===== src/rtl/clk_div_pkg.sv =====
// Shared constants and state encoding for the run-time clock divider controller.
package clk_div_pkg;

  localparam int CNT_W        = 18;
  localparam int DEFAULT_HALF = 249999;
  localparam int MIN_HALF     = 1;

  typedef enum logic [1:0] {
    IDLE,
    RUN,
    PEND,
    STOP
  } state_e;

endpackage


===== src/rtl/clk_div_sequencer_if.sv =====
// Control/status bundle between CSR logic (master) and clk_div_sequencer (slave).
// With CLK_DIV_SEQ_STATUS_EN defined the bundle also carries tick_cnt.
interface clk_div_sequencer_if #(
  parameter int CNT_W = 18
);

  logic             en;
  logic             cfg_valid;
  logic [CNT_W-1:0] cfg_half;
  logic             cfg_ready;
  logic             cfg_err;
  logic             clk_out;
  logic             tick;
  logic             busy;
`ifdef CLK_DIV_SEQ_STATUS_EN
  logic [15:0]      tick_cnt;

  modport master (output en, cfg_valid, cfg_half,
                  input  cfg_ready, cfg_err, clk_out, tick, busy, tick_cnt);
  modport slave  (input  en, cfg_valid, cfg_half,
                  output cfg_ready, cfg_err, clk_out, tick, busy, tick_cnt);
`else
  modport master (output en, cfg_valid, cfg_half,
                  input  cfg_ready, cfg_err, clk_out, tick, busy);
  modport slave  (input  en, cfg_valid, cfg_half,
                  output cfg_ready, cfg_err, clk_out, tick, busy);
`endif

endinterface


===== src/rtl/clk_div_core.sv =====
// Half-period counter, toggle flop and tick register of the toggle-type divider.
// 'load' updates the terminal count; 'run' low parks the counter at 0 and clk_out low.
module clk_div_core #(
  parameter int CNT_W        = clk_div_pkg::CNT_W,
  parameter int DEFAULT_HALF = clk_div_pkg::DEFAULT_HALF
) (
  input  logic             clk,
  input  logic             rst_n,
  input  logic             run,
  input  logic             load,
  input  logic [CNT_W-1:0] half,
  output logic             tc,
  output logic             clk_out,
  output logic             tick
);

  logic [CNT_W-1:0] cnt_q, cnt_d;
  logic [CNT_W-1:0] half_q, half_d;
  logic             clk_out_q, clk_out_d;
  logic             tick_q, tick_d;

  assign tc      = (cnt_q == half_q);
  assign clk_out = clk_out_q;
  assign tick    = tick_q;

  always_comb begin
    cnt_d     = cnt_q;
    half_d    = half_q;
    clk_out_d = clk_out_q;
    tick_d    = 1'b0;
    if (load) begin
      half_d = half;
    end
    if (!run) begin
      cnt_d     = '0;
      clk_out_d = 1'b0;
    end else if (tc) begin
      cnt_d     = '0;
      clk_out_d = ~clk_out_q;
      tick_d    = ~clk_out_q;
    end else begin
      cnt_d = cnt_q + CNT_W'(1);
    end
  end

  always_ff @(posedge clk or negedge rst_n) begin
    if (!rst_n) begin
      cnt_q     <= '0;
      half_q    <= CNT_W'(DEFAULT_HALF);
      clk_out_q <= 1'b0;
      tick_q    <= 1'b0;
    end else begin
      cnt_q     <= cnt_d;
      half_q    <= half_d;
      clk_out_q <= clk_out_d;
      tick_q    <= tick_d;
    end
  end

endmodule


===== src/rtl/clk_div_sequencer.sv =====
// Start/stop and glitch-free reconfiguration controller around clk_div_core.
// Optional CLK_DIV_SEQ_STATUS_EN adds a saturating tick counter on the bus.
module clk_div_sequencer #(
  parameter int CNT_W        = clk_div_pkg::CNT_W,
  parameter int DEFAULT_HALF = clk_div_pkg::DEFAULT_HALF
) (
  input logic                clk_50MHz,
  input logic                rst_n,
  clk_div_sequencer_if.slave bus
);

  import clk_div_pkg::*;

  state_e           state_q, state_d;
  logic [CNT_W-1:0] pending_q, pending_d;
  logic             cfg_err_q, cfg_err_d;
  logic [CNT_W-1:0] load_half;
  logic             xfer, cfg_bad, run, load, tc, clk_out, tick;

  assign bus.cfg_ready = (state_q == IDLE) || (state_q == RUN);
  assign bus.cfg_err   = cfg_err_q;
  assign bus.busy      = (state_q != IDLE);
  assign bus.clk_out   = clk_out;
  assign bus.tick      = tick;

  assign xfer    = bus.cfg_valid && bus.cfg_ready;
  assign cfg_bad = (bus.cfg_half < CNT_W'(MIN_HALF));
  // Counting only continues while both the current and next state are active,
  // so entering RUN starts from 0 and leaving to IDLE parks clk_out low.
  assign run     = (state_q != IDLE) && (state_d != IDLE);

  always_comb begin
    state_d   = state_q;
    pending_d = pending_q;
    cfg_err_d = 1'b0;
    load      = 1'b0;
    load_half = bus.cfg_half;
    unique case (state_q)
      IDLE: begin
        if (xfer) begin
          if (cfg_bad) cfg_err_d = 1'b1;
          else         load      = 1'b1;
        end
        if (bus.en) state_d = RUN;
      end
      RUN: begin
        if (!bus.en) begin
          cfg_err_d = xfer;
          // A terminal count while high is itself the falling edge.
          state_d   = (!clk_out || tc) ? IDLE : STOP;
        end else if (xfer) begin
          if (cfg_bad) begin
            cfg_err_d = 1'b1;
          end else begin
            pending_d = bus.cfg_half;
            state_d   = PEND;
          end
        end
      end
      PEND: begin
        if (tc) begin
          load      = 1'b1;
          load_half = pending_q;
          state_d   = RUN;
        end
      end
      STOP: begin
        if (bus.en)  state_d = RUN;
        else if (tc) state_d = IDLE;
      end
      default: state_d = IDLE;
    endcase
  end

  always_ff @(posedge clk_50MHz or negedge rst_n) begin
    if (!rst_n) begin
      state_q   <= IDLE;
      pending_q <= '0;
      cfg_err_q <= 1'b0;
    end else begin
      state_q   <= state_d;
      pending_q <= pending_d;
      cfg_err_q <= cfg_err_d;
    end
  end

  clk_div_core #(
    .CNT_W        (CNT_W),
    .DEFAULT_HALF (DEFAULT_HALF)
  ) u_core (
    .clk     (clk_50MHz),
    .rst_n   (rst_n),
    .run     (run),
    .load    (load),
    .half    (load_half),
    .tc      (tc),
    .clk_out (clk_out),
    .tick    (tick)
  );

`ifdef CLK_DIV_SEQ_STATUS_EN
  logic [15:0] tick_cnt_q, tick_cnt_d;

  assign bus.tick_cnt = tick_cnt_q;

  always_comb begin
    tick_cnt_d = tick_cnt_q;
    if (state_q == IDLE && state_d == RUN) begin
      tick_cnt_d = '0;
    end else if (tick && tick_cnt_q != 16'hFFFF) begin
      tick_cnt_d = tick_cnt_q + 16'd1;
    end
  end

  always_ff @(posedge clk_50MHz or negedge rst_n) begin
    if (!rst_n) tick_cnt_q <= '0;
    else        tick_cnt_q <= tick_cnt_d;
  end
`endif

endmodule


===== src/flat_wrapper.sv =====
// flat-port wrapper written by rule: the top's interface ports become plain ports
module clk_div_sequencer_flat import clk_div_pkg::*;
#(
  parameter int CNT_W        = clk_div_pkg::CNT_W,
  parameter int DEFAULT_HALF = clk_div_pkg::DEFAULT_HALF
)
  (clk_50MHz, rst_n, bus_en, bus_cfg_valid, bus_cfg_half, bus_cfg_ready, bus_cfg_err, bus_clk_out, bus_tick, bus_busy);
  clk_div_sequencer_if #(.CNT_W(CNT_W)) bus_i ();
  input logic clk_50MHz;
  input logic rst_n;
  input wire logic [$bits(bus_i.en)-1:0] bus_en;
  input wire logic [$bits(bus_i.cfg_valid)-1:0] bus_cfg_valid;
  input wire logic [$bits(bus_i.cfg_half)-1:0] bus_cfg_half;
  output wire logic [$bits(bus_i.cfg_ready)-1:0] bus_cfg_ready;
  output wire logic [$bits(bus_i.cfg_err)-1:0] bus_cfg_err;
  output wire logic [$bits(bus_i.clk_out)-1:0] bus_clk_out;
  output wire logic [$bits(bus_i.tick)-1:0] bus_tick;
  output wire logic [$bits(bus_i.busy)-1:0] bus_busy;
  assign bus_i.en = bus_en;
  assign bus_i.cfg_valid = bus_cfg_valid;
  assign bus_i.cfg_half = bus_cfg_half;
  assign bus_cfg_ready = bus_i.cfg_ready;
  assign bus_cfg_err = bus_i.cfg_err;
  assign bus_clk_out = bus_i.clk_out;
  assign bus_tick = bus_i.tick;
  assign bus_busy = bus_i.busy;
  clk_div_sequencer #(.CNT_W(CNT_W), .DEFAULT_HALF(DEFAULT_HALF)) u_core (.clk_50MHz(clk_50MHz), .rst_n(rst_n), .bus(bus_i));
endmodule

===== config.mk =====
export PLATFORM = sky130hd
export DESIGN_NAME = clk_div_sequencer_flat
export DESIGN_NICKNAME = d
export VERILOG_FILES = /design/src/rtl/clk_div_pkg.sv /design/src/rtl/clk_div_sequencer_if.sv /design/src/rtl/clk_div_core.sv /design/src/rtl/clk_div_sequencer.sv /design/src/flat_wrapper.sv
export SDC_FILE = /design/constraint.sdc
export NUM_CORES = 1
export LEC_CHECK = 0
export BUFFER_PORTS_ARGS = -buffer_cell sky130_fd_sc_hd__buf_2
export CORE_MARGIN = 1
export CORE_UTILIZATION = 25
export CTS_BUF_LIST = sky130_fd_sc_hd__clkbuf_4 sky130_fd_sc_hd__clkbuf_8
export CTS_CLUSTER_SIZE = 28
export DETAILED_ROUTE_END_ITERATION = 10
export MAX_ROUTING_LAYER = met4
export SYNTH_ARGS = -nofsm -noshare
export SYNTH_HDL_FRONTEND = slang
export SYNTH_HIERARCHICAL = 1
export SYNTH_SLANG_ARGS = --single-unit

===== constraint.sdc =====
create_clock -name clk_50MHz -period 3.3 [get_ports clk_50MHz]
set_input_delay 0.495 -clock clk_50MHz [delete_from_list [all_inputs] [get_ports clk_50MHz]]
set_output_delay 0.495 -clock clk_50MHz [all_outputs]
set_load 0.02 [all_outputs]

==> results of run 1 <==
[power by group]
group / switching (W) / internal, W / total, W / leakage [nW]
clock network: 0.000281 / 0.000373 / 0.000654 / 0.103
logic: 0.000293 / 0.000369 / 0.000663 / 0.637
registers: 0.000180 / 0.00102 / 0.00120 / 0.735
[routing by layer]
| layer | GRT usage, % | vias to the layer above |
|---|---|---|
| li1 | - | 920 |
| met1 | 12.93 | 913 |
| met4 | 4.800 | 0 |
| met5 | - | - |
| met2 | 14.70 | 40 |
| met3 | 3.609 | 13 |
[worst min-delay path by stage]
stage | from | to | slack (ns) | cells after the start
floorplan | rst_n | u_core/bus.cfg_err | 0.20 | 0
global placement | u_core/pending_q[16] | u_core/pending_q[16] | 0.48 | 1
detailed placement | u_core/pending_q[8] | u_core/pending_q[8] | 0.49 | 1
CTS | rst_n | u_core/pending_q[0] | 0.16 | 1
global route | rst_n | u_core/pending_q[0] | 0.20 | 1
finish | rst_n | u_core/pending_q[0] | 0.15 | 1
[cell families after synthesis]
logic type	synth area share, %
flip-flops	50.30
buffers and inverters	2.662
XOR/XNOR	10.06
AO/OA/AOI/OAI	4.988
adder cells (fa/ha/maj)	0.4226
multiplexers	19.02
AND/OR/NAND/NOR	12.55
[registers in the layout, summed over array words and instances (netlist names)]
name / count
u_core/pending_q: 18
u_core/u_core/half_q: 18
u_core/state_q: 2
u_core/u_core/clk_out: 1
u_core/u_core/cnt_q: 18
u_core/bus.cfg_err: 1
u_core/u_core/tick: 1
[through the flow]
step	instances	hold WS, ns	util, %
after floorplan	244	0.1994	-
after CTS	426	0.1563	30.07
after global routing	426	0.2006	30.07
final	426	0.1462	30.07
after global placement	410	0.4790	28.35
after detailed placement	410	0.4855	28.35
[layout make-up]
cell class	count	area [µm²]	area share, %
multi-input combinational	171	1393	40.38
clock buffer	11	145.1	4.209
timing repair buffer	31	167.7	4.862
tap	143	178.9	5.189
clock inverter	5	52.55	1.524
sequential	59	1489	43.18
inverter	6	22.52	0.6531
[synthesized netlist by cell type, types with 2 or more instances]
library cell / number / area share, %
nor2_1: 31 / 3.9
a21oi_1: 2 / 0.34
nor3_1: 3 / 0.51
nand2_1: 6 / 0.76
inv_1: 6 / 0.76
nor4_1: 8 / 1.7
buf_2: 3 / 0.51
xor2_1: 19 / 5.6
dfstp_2: 10 / 8.9
dfrtp_1: 49 / 41
mux2_2: 46 / 17
mux2_4: 3 / 1.5
a22o_1: 6 / 1.8
xnor2_1: 15 / 4.4
o21ai_4: 2 / 1.1
nand3_1: 9 / 1.5
nor2b_1: 3 / 0.63
o21ai_0: 2 / 0.34
==> flow_metrics.tcl, run 1 <==
set metrics [dict create \
    outcome "complete, no violations" \
    cp_slowest_cell "dfrtp_1" \
    routed_wl_um 5666 \
    worst_slack_ns 0.6790 \
    fin_tns_setup_ns 0 \
    final_area_um2 3448 \
    post_cts_resized 0 \
    critical-path-top-delay-family "simple AND/OR/NAND/NOR gates" \
    synthFlopType "dfrtp_1" \
    core_um2 11470 \
    period_share_pct 79.42 \
    place.gp.congestion 0.7579 \
    ir_drop_mv 0.3524 \
    cp_num_buf_inv 1 \
    first_iter_violations 59 \
    relSlewSlack_pct 55.74 \
    reg2reg_to "u_core/u_core/half_q[5]" \
    clock_skew_ns 0.007132 \
    clk_pin_slew_worst_paths_ns 0.06 \
    cts_tree "yes" \
    worst_r2r_path_depth 8 \
    synthArstFlopShare_pct 100.0 \
    synth_edf_count 0 \
    ctsHtreeMaxLevel 3 \
    antenna_cells 0 \
    fin_nets 301 \
    clockRootBuffer "clkbuf_8" \
    portBuffers 26 \
    clk_latency_ns 0.34 \
    wl_met2_um 2525 \
    p_total_w 0.002515 \
    layout_commonest_cell "dfrtp_1" \
    grt_max_degree 28 \
    dp_slack_ns 0.6986 \
    cts_setup_buffers 0 \
    via_per_inst 4.427 \
    critical_path.max_fanout 9 \
    timing.fmax_mhz 381.5 \
    met1Wirelength_um 2767 \
    worstSetupStartpointType "flip-flop" \
    cts_hold_buf 0 \
    syn_area_um2 2960 \
    cts_made_buffers 9 \
    antenna_found_initial 0 \
    placed_cell_area_um2 3251 \
    grt_overflow_total 0 \
    drtAntennaViolNets 0 \
    arrival_ns 2.85 \
    crit_path_max_incr_delay_ns 0.44 \
    startpoint "u_core/u_core/cnt_q[7]" \
    fillers 1167 \
    ioPinCount 27 \
    dieWidth_um 110.8 \
    area_delta_synth_final_pct 16.48 \
    synthCells 244 \
    rows 39 \
    worstSetupPathType "flip-flop to flip-flop" \
    period_needed_ns 2.621 \
    hpwl_um 4183 \
    grt_pass1_wl_um 9487 \
    die_h_um 110.8 \
    synth-seq-area-share_pct 50.30 \
    wl_per_cell_um 13.30 \
    synth.distinct_cells 39 \
    dr_wl_met3_um 267 \
    synth_nets 267 \
    syn_area_per_cell_um2 12.13 \
    reg2reg_from "u_core/u_core/cnt_q[7]" \
    crit_top_cell "mux2_2" \
    first_pass_iters 4 \
    vias 1886 \
    cp.depth 8 \
    yosys_warnings 6 \
    track_usage_pct 10.28 \
    r2r_setup_slack_ns 0.68 \
    cap_violations 0 \
    endpoint_kind "flip-flop" \
    power.density_nw_per_um2 729.4 \
    highest_layer "met4" \
    drive_above_1_share_pct 40.64 \
    p_leak_nw 1.474 \
    mostFrequentLayoutCells "49 x dfrtp_1, 46 x mux2_2, 31 x nor2_1, 26 x buf_2, 19 x xor2_1" \
    cts_max_path_buffers 2 \
    hp-class "primary input to asynchronous set/reset pin" \
    grt_pass1_vias 1912 \
    finalHoldViolations 0 \
    drv_slew 0 \
    start_util_pct 25.82 \
    setup_viol 0 \
    rsz0062_at_grt "no" \
    tightestPinTransition_ns 0.6614 \
    crit_required_ns 3.53 \
    clkSinkCount 59 \
    crit_chain "xor2_1 -> nor4_1 -> nand3_2 -> nor2_1 -> nand3b_1 -> buf_4 -> mux2_2 -> mux2_2" \
    fp.dieArea_um2 12280 \
    crit_end "u_core/u_core/half_q[5]" \
    drcViolationCount 0 \
    ys_ff_latch 59 \
]
(Power assumes the default switching activity.)
==> run 2: changes to the inputs <==
- ABC_AREA: default -> 1
- clock period: 3.3 -> 2.21 ns (I/O delays scaled with it)
==> run 2 against run 1 <==
The run now ends with hold timing left. Non-clock buffer count increased by 12. Wire length rose by 33%. Critical path depth grew 9. Global-route usage rose by 2.2 points. First-iteration DRC count rose to 3.9 times the previous value. Count of clock-buffer cells in the layout rose by 1. Register-to-register slack got worse by 0.63 ns. Sequential share of layout area down 5.5 points. Sequential cell count unchanged. Final area increased by 15%. Total power rose by 69%. Clock skew up 0.00094 ns.
==> flow_metrics.tcl, run 2 <==
set metrics [dict create \
    synth.distinct_cells 27 \
    via_per_inst 4.292 \
    dieWidth_um 116.4 \
    cts_tree "yes" \
    arrival_ns 2.39 \
    portBuffers 26 \
    yosys_warnings 6 \
    post-route-util_pct 31.20 \
    critical_path.max_fanout 4 \
    dpl.cell_count 632 \
    core_um2 12670 \
    hpwl_um 5280 \
    synthFlopType "dfrtp_1" \
    worstSetupPathType "flip-flop to flip-flop" \
    grt_pass1_vias 2713 \
    start_util_pct 25.80 \
    wl_per_cell_um 11.49 \
    grt_overflow_total 0 \
    setup_viol 0 \
    synth-seq-area-share_pct 45.54 \
    fillers 1340 \
    crit_required_ns 2.44 \
    busiest_layer "met2" \
    p_leak_nw 1.912 \
    synth_commonest_cells "117 x nand2_1, 70 x inv_1, 63 x nor2_1" \
    finalHoldViolations 15 \
    routed_wl_um 7526 \
    synthAdderAreaFrac_pct 0.3827 \
    endpoint_kind "flip-flop" \
    use_met1_pct 15.00 \
    clkSinkCount 59 \
    cts_made_buffers 9 \
    place.gp.congestion 0.8854 \
    antenna_cells 0 \
    ctsHtreeMaxLevel 3 \
    grt_use_met3_pct 2.750 \
    synth.mux.area_fraction_pct 0 \
    cts_hold_buf 0 \
    hp-class "primary input to asynchronous set/reset pin" \
    tightestPinTransition_ns 0.6038 \
    relSlewSlack_pct 59.74 \
    worst_slack_ns 0.04922 \
    violations "hold timing" \
    ys_ff_latch 59 \
    grt_pass1_wl_um 12650 \
    rows 41 \
    cts_max_path_buffers 2 \
    reg_top3 "u_core/pending_q (18), u_core/u_core/cnt_q (18), u_core/u_core/half_q (18)" \
    synth_top_family_by_area "simple AND/OR/NAND/NOR gates" \
    synth_area_leader_cell "dfrtp_1" \
    syn_area_um2 3269 \
    clock_skew_ns 0.008072 \
    final_cells 655 \
    synth-compound-area-share_pct 11.10 \
    crit_chain "inv_2 -> nand2_1 -> nand2_1 -> nor2_1 -> nand2_1 -> nor2_2 -> nand3_2 -> inv_2 -> inv_2 -> nor2_4 -> o31ai_1 -> a21oi_2 -> nand2_2 -> inv_2 -> nor2_2 -> nand4_1 -> nand2_1" \
    synthArstFlopShare_pct 100.0 \
    synth_edf_count 0 \
    critical-path-top-delay-family "simple AND/OR/NAND/NOR gates" \
    layout_commonest_cell "nand2_1" \
    hold_ws_ns -0.006514 \
    die_h_um 116.4 \
    track_usage_pct 12.48 \
    power.density_nw_per_um2 1073 \
    syn_area_per_cell_um2 7.499 \
    clockRootBuffer "clkbuf_8" \
    clk_pin_slew_worst_paths_ns 0.07 \
    fin_nets 501 \
    synthCells 436 \
    drcViolationCount 0 \
    area_delta_synth_final_pct 20.93 \
    mostFrequentLayoutCells "114 x nand2_1, 63 x inv_1, 58 x nor2_1, 48 x dfrtp_1, 26 x buf_2" \
    synth_most_common_cell "nand2_1" \
    worstSetupStartpointType "flip-flop" \
    first_pass_iters 4 \
    drv_slew 0 \
    synth_xor_area_share_pct 3.750 \
    cap_violations 0 \
    rsz0062_at_grt "yes" \
    period_needed_ns 2.161 \
    outcome "finished with violations" \
    antenna_found_initial 0 \
    drtAntennaViolNets 0 \
    cp_slowest_cell "dfstp_2" \
    vias 2811 \
    clk_latency_ns 0.34 \
    first_iter_violations 230 \
    grtUsageMet2_pct 20.20 \
    ir_drop_mv 0.4675 \
    synth-simple-area-share_pct 27.98 \
    dp_slack_ns -0.1166 \
    period_share_pct 97.77 \
    timing.fmax_mhz 462.8 \
    synth_nets 459 \
    ioPinCount 27 \
    p_total_w 0.004244 \
    drive_above_1_share_pct 24.22 \
    cp_num_buf_inv 4 \
    synth_top_area_share_pct 37.50 \
    yosys-top-cells-area "dfrtp_1 38%, nand2_1 13%, dfstp_2 8.0%, inv_1 8.0%, nor2_1 7.2%" \
    grt_max_degree 37 \
    crit_path_max_incr_delay_ns 0.54 \
    fp.dieArea_um2 13540 \
]
[run 2: cell count changes in the layout (fill, tap and decap cells not counted), sizes merged, moves of 8 or more]
cell and delta:
nor2 +36, a21oi +18, buf +12, inv +65
nand2 +115, nand3 +8, xnor2 -14, o21ai +32
mux2 -49, nor4 -9
[run 2: final cells by class]
cell class                      instances  area, µm²  area share [%]
Clock buffer                           12      158.9           4.019
Clock inverter                          4      72.57           1.835
Sequential cell                        59       1490           37.69
Timing Repair Buffer                   43      282.8           7.152
Tap cell                              172      215.2           5.443
Multi-Input combinational cell        294       1468           37.12
Inverter                               71      266.5           6.741
[run 2: cells by family after synthesis]
logic type               after synthesis
AO/OA/AOI/OAI                         58
XOR/XNOR                              14
adder cells (fa/ha/maj)                1
buffers and inverters                 84
flip-flops                            59
AND/OR/NAND/NOR                      220
[run 2: worst register-to-register path, stage by stage, from the launching register on]
cell	delay (ns)
dfstp_2	0.54
inv_2	0.04
nand2_1	0.05
nand2_1	0.06
nor2_1	0.09
nand2_1	0.07
nor2_2	0.14
nand3_2	0.11
inv_2	0.08
inv_2	0.05
nor2_4	0.13
o31ai_1	0.09
a21oi_2	0.16
nand2_2	0.15
inv_2	0.09
nor2_2	0.04
nand4_1	0.10
nand2_1	0.07
[run 2: final timing paths]
check	startpoint	to	slack (ns)	cells past startpoint
min in group clk_50MHz	bus_cfg_half[2]	u_core/pending_q[2]	0.27	3
max	u_core/u_core/half_q[17]	u_core/u_core/clk_out	0.05	17
min	rst_n	u_core/u_core/cnt_q[15]	-0.007	1
min reg2reg	u_core/u_core/half_q[16]	u_core/u_core/half_q[16]	0.49	2
max reg2reg	u_core/u_core/half_q[17]	u_core/u_core/clk_out	0.05	17
max in group asynchronous	rst_n	u_core/pending_q[6]	1.59	2
[run 2: through the flow]
stage	hold slack, ns	instance area (µm²)	setup TNS [ns]
3_5_place_dp	0.3761	3621	-2.023
6_report	-0.006514	3954	0
3_3_place_gp	0.3690	3621	0
5_1_grt	0.02633	3954	-0.2428
4_1_cts	0.01038	3871	0
2_1_floorplan	0.03591	3273	0
[run 2: repair_timing]
action | in CTS | in global routing
gates cloned | 1 | 0
resized for setup | 2 | 20
setup endpoints to repair | 20 | 26
pin swaps | 3 | 13
buffers inserted | 1 | 5
[run 2: layer usage]
metal / vias to the layer above / share of wire [%]
li1: 1428 / -
met1: 1318 / 45
met2: 56 / 50
met3: 9 / 3.9
met4: 0 / 1.2
met5: - / 0
[run 2: power breakdown]
group / internal (W) / switching (W)
Combinational: 0.000520 / 0.000861
Clock: 0.000708 / 0.000443
Sequential: 0.00150 / 0.000213
Total: 0.00273 / 0.00152
==> run 3: changes to the inputs <==
- clock period: 2.21 -> 2.15 ns (I/O delays scaled with it)
==> run 3 against run 2 <==
The flow now finishes without violations. Critical path depth fell by 2. Cell count rose by 1.7%. Via count rose by 1.4%. Total power rose by 3.9%. Wire length fell by 2.9%. Register-to-register slack got worse by 0.04 ns. Final area rose by 1.7%. Clock skew rose by 0.00064 ns. Global-route usage barely moved. Setup slack got worse by 0.037 ns. Critical path type unchanged. Core utilization rose by 0.52 points.
==> flow_metrics.tcl, run 3 (same netlist as run 2, synthesis figures left out) <==
set metrics [dict create \
    first_pass_iters 5 \
    power.density_nw_per_um2 1097 \
    hold_ws_ns 0.003077 \
    vias 2849 \
    arrival_ns 2.35 \
    hp-class "primary input to asynchronous set/reset pin" \
    crit_chain "inv_2 -> nand2_1 -> nand2_1 -> nor2_2 -> nand2_1 -> nor2_2 -> nand3_2 -> inv_2 -> inv_2 -> nor2_4 -> o31ai_1 -> a21oi_2 -> nand2_4 -> nand2_2 -> nor2_1" \
    worstSetupStartpointType "flip-flop" \
    drtAntennaViolNets 0 \
    cp_slowest_cell "dfstp_2" \
    drive_above_1_share_pct 24.90 \
    mostFrequentLayoutCells "115 x nand2_1, 65 x inv_1, 59 x nor2_1, 49 x dfrtp_1, 26 x buf_2" \
    rsz0062_at_grt "yes" \
    cts_made_buffers 9 \
    dieWidth_um 116.4 \
    via_per_inst 4.278 \
    start_util_pct 25.80 \
    grt_pass1_vias 2741 \
    dp_slack_ns -0.2316 \
    cts_max_path_buffers 2 \
    portBuffers 26 \
    fin_tns_setup_ns 0 \
    worst_slack_ns 0.01220 \
    fp.dieArea_um2 13540 \
    clk_latency_ns 0.33 \
    ir_drop_mv 0.5274 \
    clk_pin_slew_worst_paths_ns 0.07 \
    track_usage_pct 12.47 \
    critical-path-top-delay-family "simple AND/OR/NAND/NOR gates" \
    reg_top3 "u_core/pending_q (18), u_core/u_core/cnt_q (18), u_core/u_core/half_q (18)" \
    clock_skew_ns 0.008710 \
    outcome "complete, no violations" \
    first_iter_violations 199 \
    grt_max_degree 37 \
    core_um2 12670 \
    finalHoldViolations 0 \
    cp_num_buf_inv 3 \
    ctsHtreeMaxLevel 3 \
    endpoint_kind "flip-flop" \
    worstSetupPathType "flip-flop to flip-flop" \
    post-route-util_pct 31.73 \
    wl_per_cell_um 10.98 \
    p_total_w 0.004410 \
    cts_tree "yes" \
    setup_viol 0 \
    fillers 1334 \
    crit_required_ns 2.36 \
    drcViolationCount 0 \
    fin_nets 512 \
    period_share_pct 99.43 \
    relSlewSlack_pct 65.34 \
    critical_path.max_fanout 9 \
    hpwl_um 5212 \
    rows 41 \
    antenna_found_initial 0 \
    layout_commonest_cell "nand2_1" \
    grt_pass1_wl_um 12610 \
    ioPinCount 27 \
    p_leak_nw 1.970 \
    crit_path_max_incr_delay_ns 0.54 \
    routed_wl_um 7311 \
    tightestPinTransition_ns 0.5199 \
    drv_slew 0 \
    area_delta_synth_final_pct 22.96 \
    cap_violations 0 \
    grt_overflow_total 0 \
    regArea_um2 1489 \
    die_h_um 116.4 \
    timing.fmax_mhz 467.8 \
    period_needed_ns 2.138 \
    cts_hold_buf 0 \
    antenna_cells 0 \
    place.gp.congestion 0.8978 \
    clockRootBuffer "clkbuf_8" \
    multi_input_area_um2 1469 \
    clkSinkCount 59 \
]
==> run 3: layer usage <==
| metal | wire length, µm | vias up | global-route usage (%) |
|---|---|---|---|
| met1 | 3382 | 1326 | 15.22 |
| met4 | 142 | 0 | 6.496 |
| met3 | 178 | 11 | 1.764 |
| li1 | - | 1454 | - |
| met5 | 0 | - | - |
| met2 | 3608 | 58 | 20.04 |
==> run 3: worst paths after layout <==
| path | startpoint | end | slack, ns | depth (start not counted) |
|---|---|---|---|---|
| setup / recovery | u_core/u_core/half_q[16] | u_core/u_core/cnt_q[1] | 0.01 | 15 |
| hold / removal | rst_n | u_core/u_core/half_q[13] | 0.003 | 2 |
| setup reg to reg | u_core/u_core/half_q[16] | u_core/u_core/cnt_q[1] | 0.01 | 15 |
| hold reg to reg | u_core/pending_q[12] | u_core/pending_q[12] | 0.48 | 2 |
| max in group asynchronous | rst_n | u_core/u_core/clk_out | 1.83 | 2 |
| min in group clk_50MHz | bus_cfg_half[14] | u_core/pending_q[14] | 0.27 | 3 |
==> run 3: layout make-up <==
class / instances / area share (%)
repair buffers: 53 / 8.683
clock inverters: 4 / 1.805
inverters: 71 / 6.629
well taps: 172 / 5.353
clock buffers: 12 / 3.953
multi-input cells: 295 / 36.54
flip-flops and latches: 59 / 37.04
==> run 3: report_power, final <==
part	internal [W]	leakage, nW	switching, W	total (W)
combinational	0.000591	1.11	0.000909	0.00150
clock	0.000727	0.116	0.000429	0.00116
sequential	0.00154	0.743	0.000212	0.00175
total	0.00286	1.97	0.00155	0.00441
==> run 3: through the flow <==
step	area [µm²]	cells
after floorplan	3277	436
after global placement	3676	641
after detailed placement	3676	641
after CTS	3961	661
after global routing	4020	666
final	4020	666
==> run 3: timing repair <==
item,CTS,global route
endpoints found under the setup margin,29,38
pin swaps,10,18
gates cloned,1,1
hold endpoints to repair,0,0
gates resized for setup,9,9
setup buffers,3,4
==> run 3: worst register-to-register path, delay by kind of cell, from the launching register on <==
family / cells / cell delay (ns)
AOI/OAI and AO/OA: 2 / 0.27
buffers and inverters: 3 / 0.17
DFF: 1 / 0.54
and+or+nand+nor: 10 / 1.04
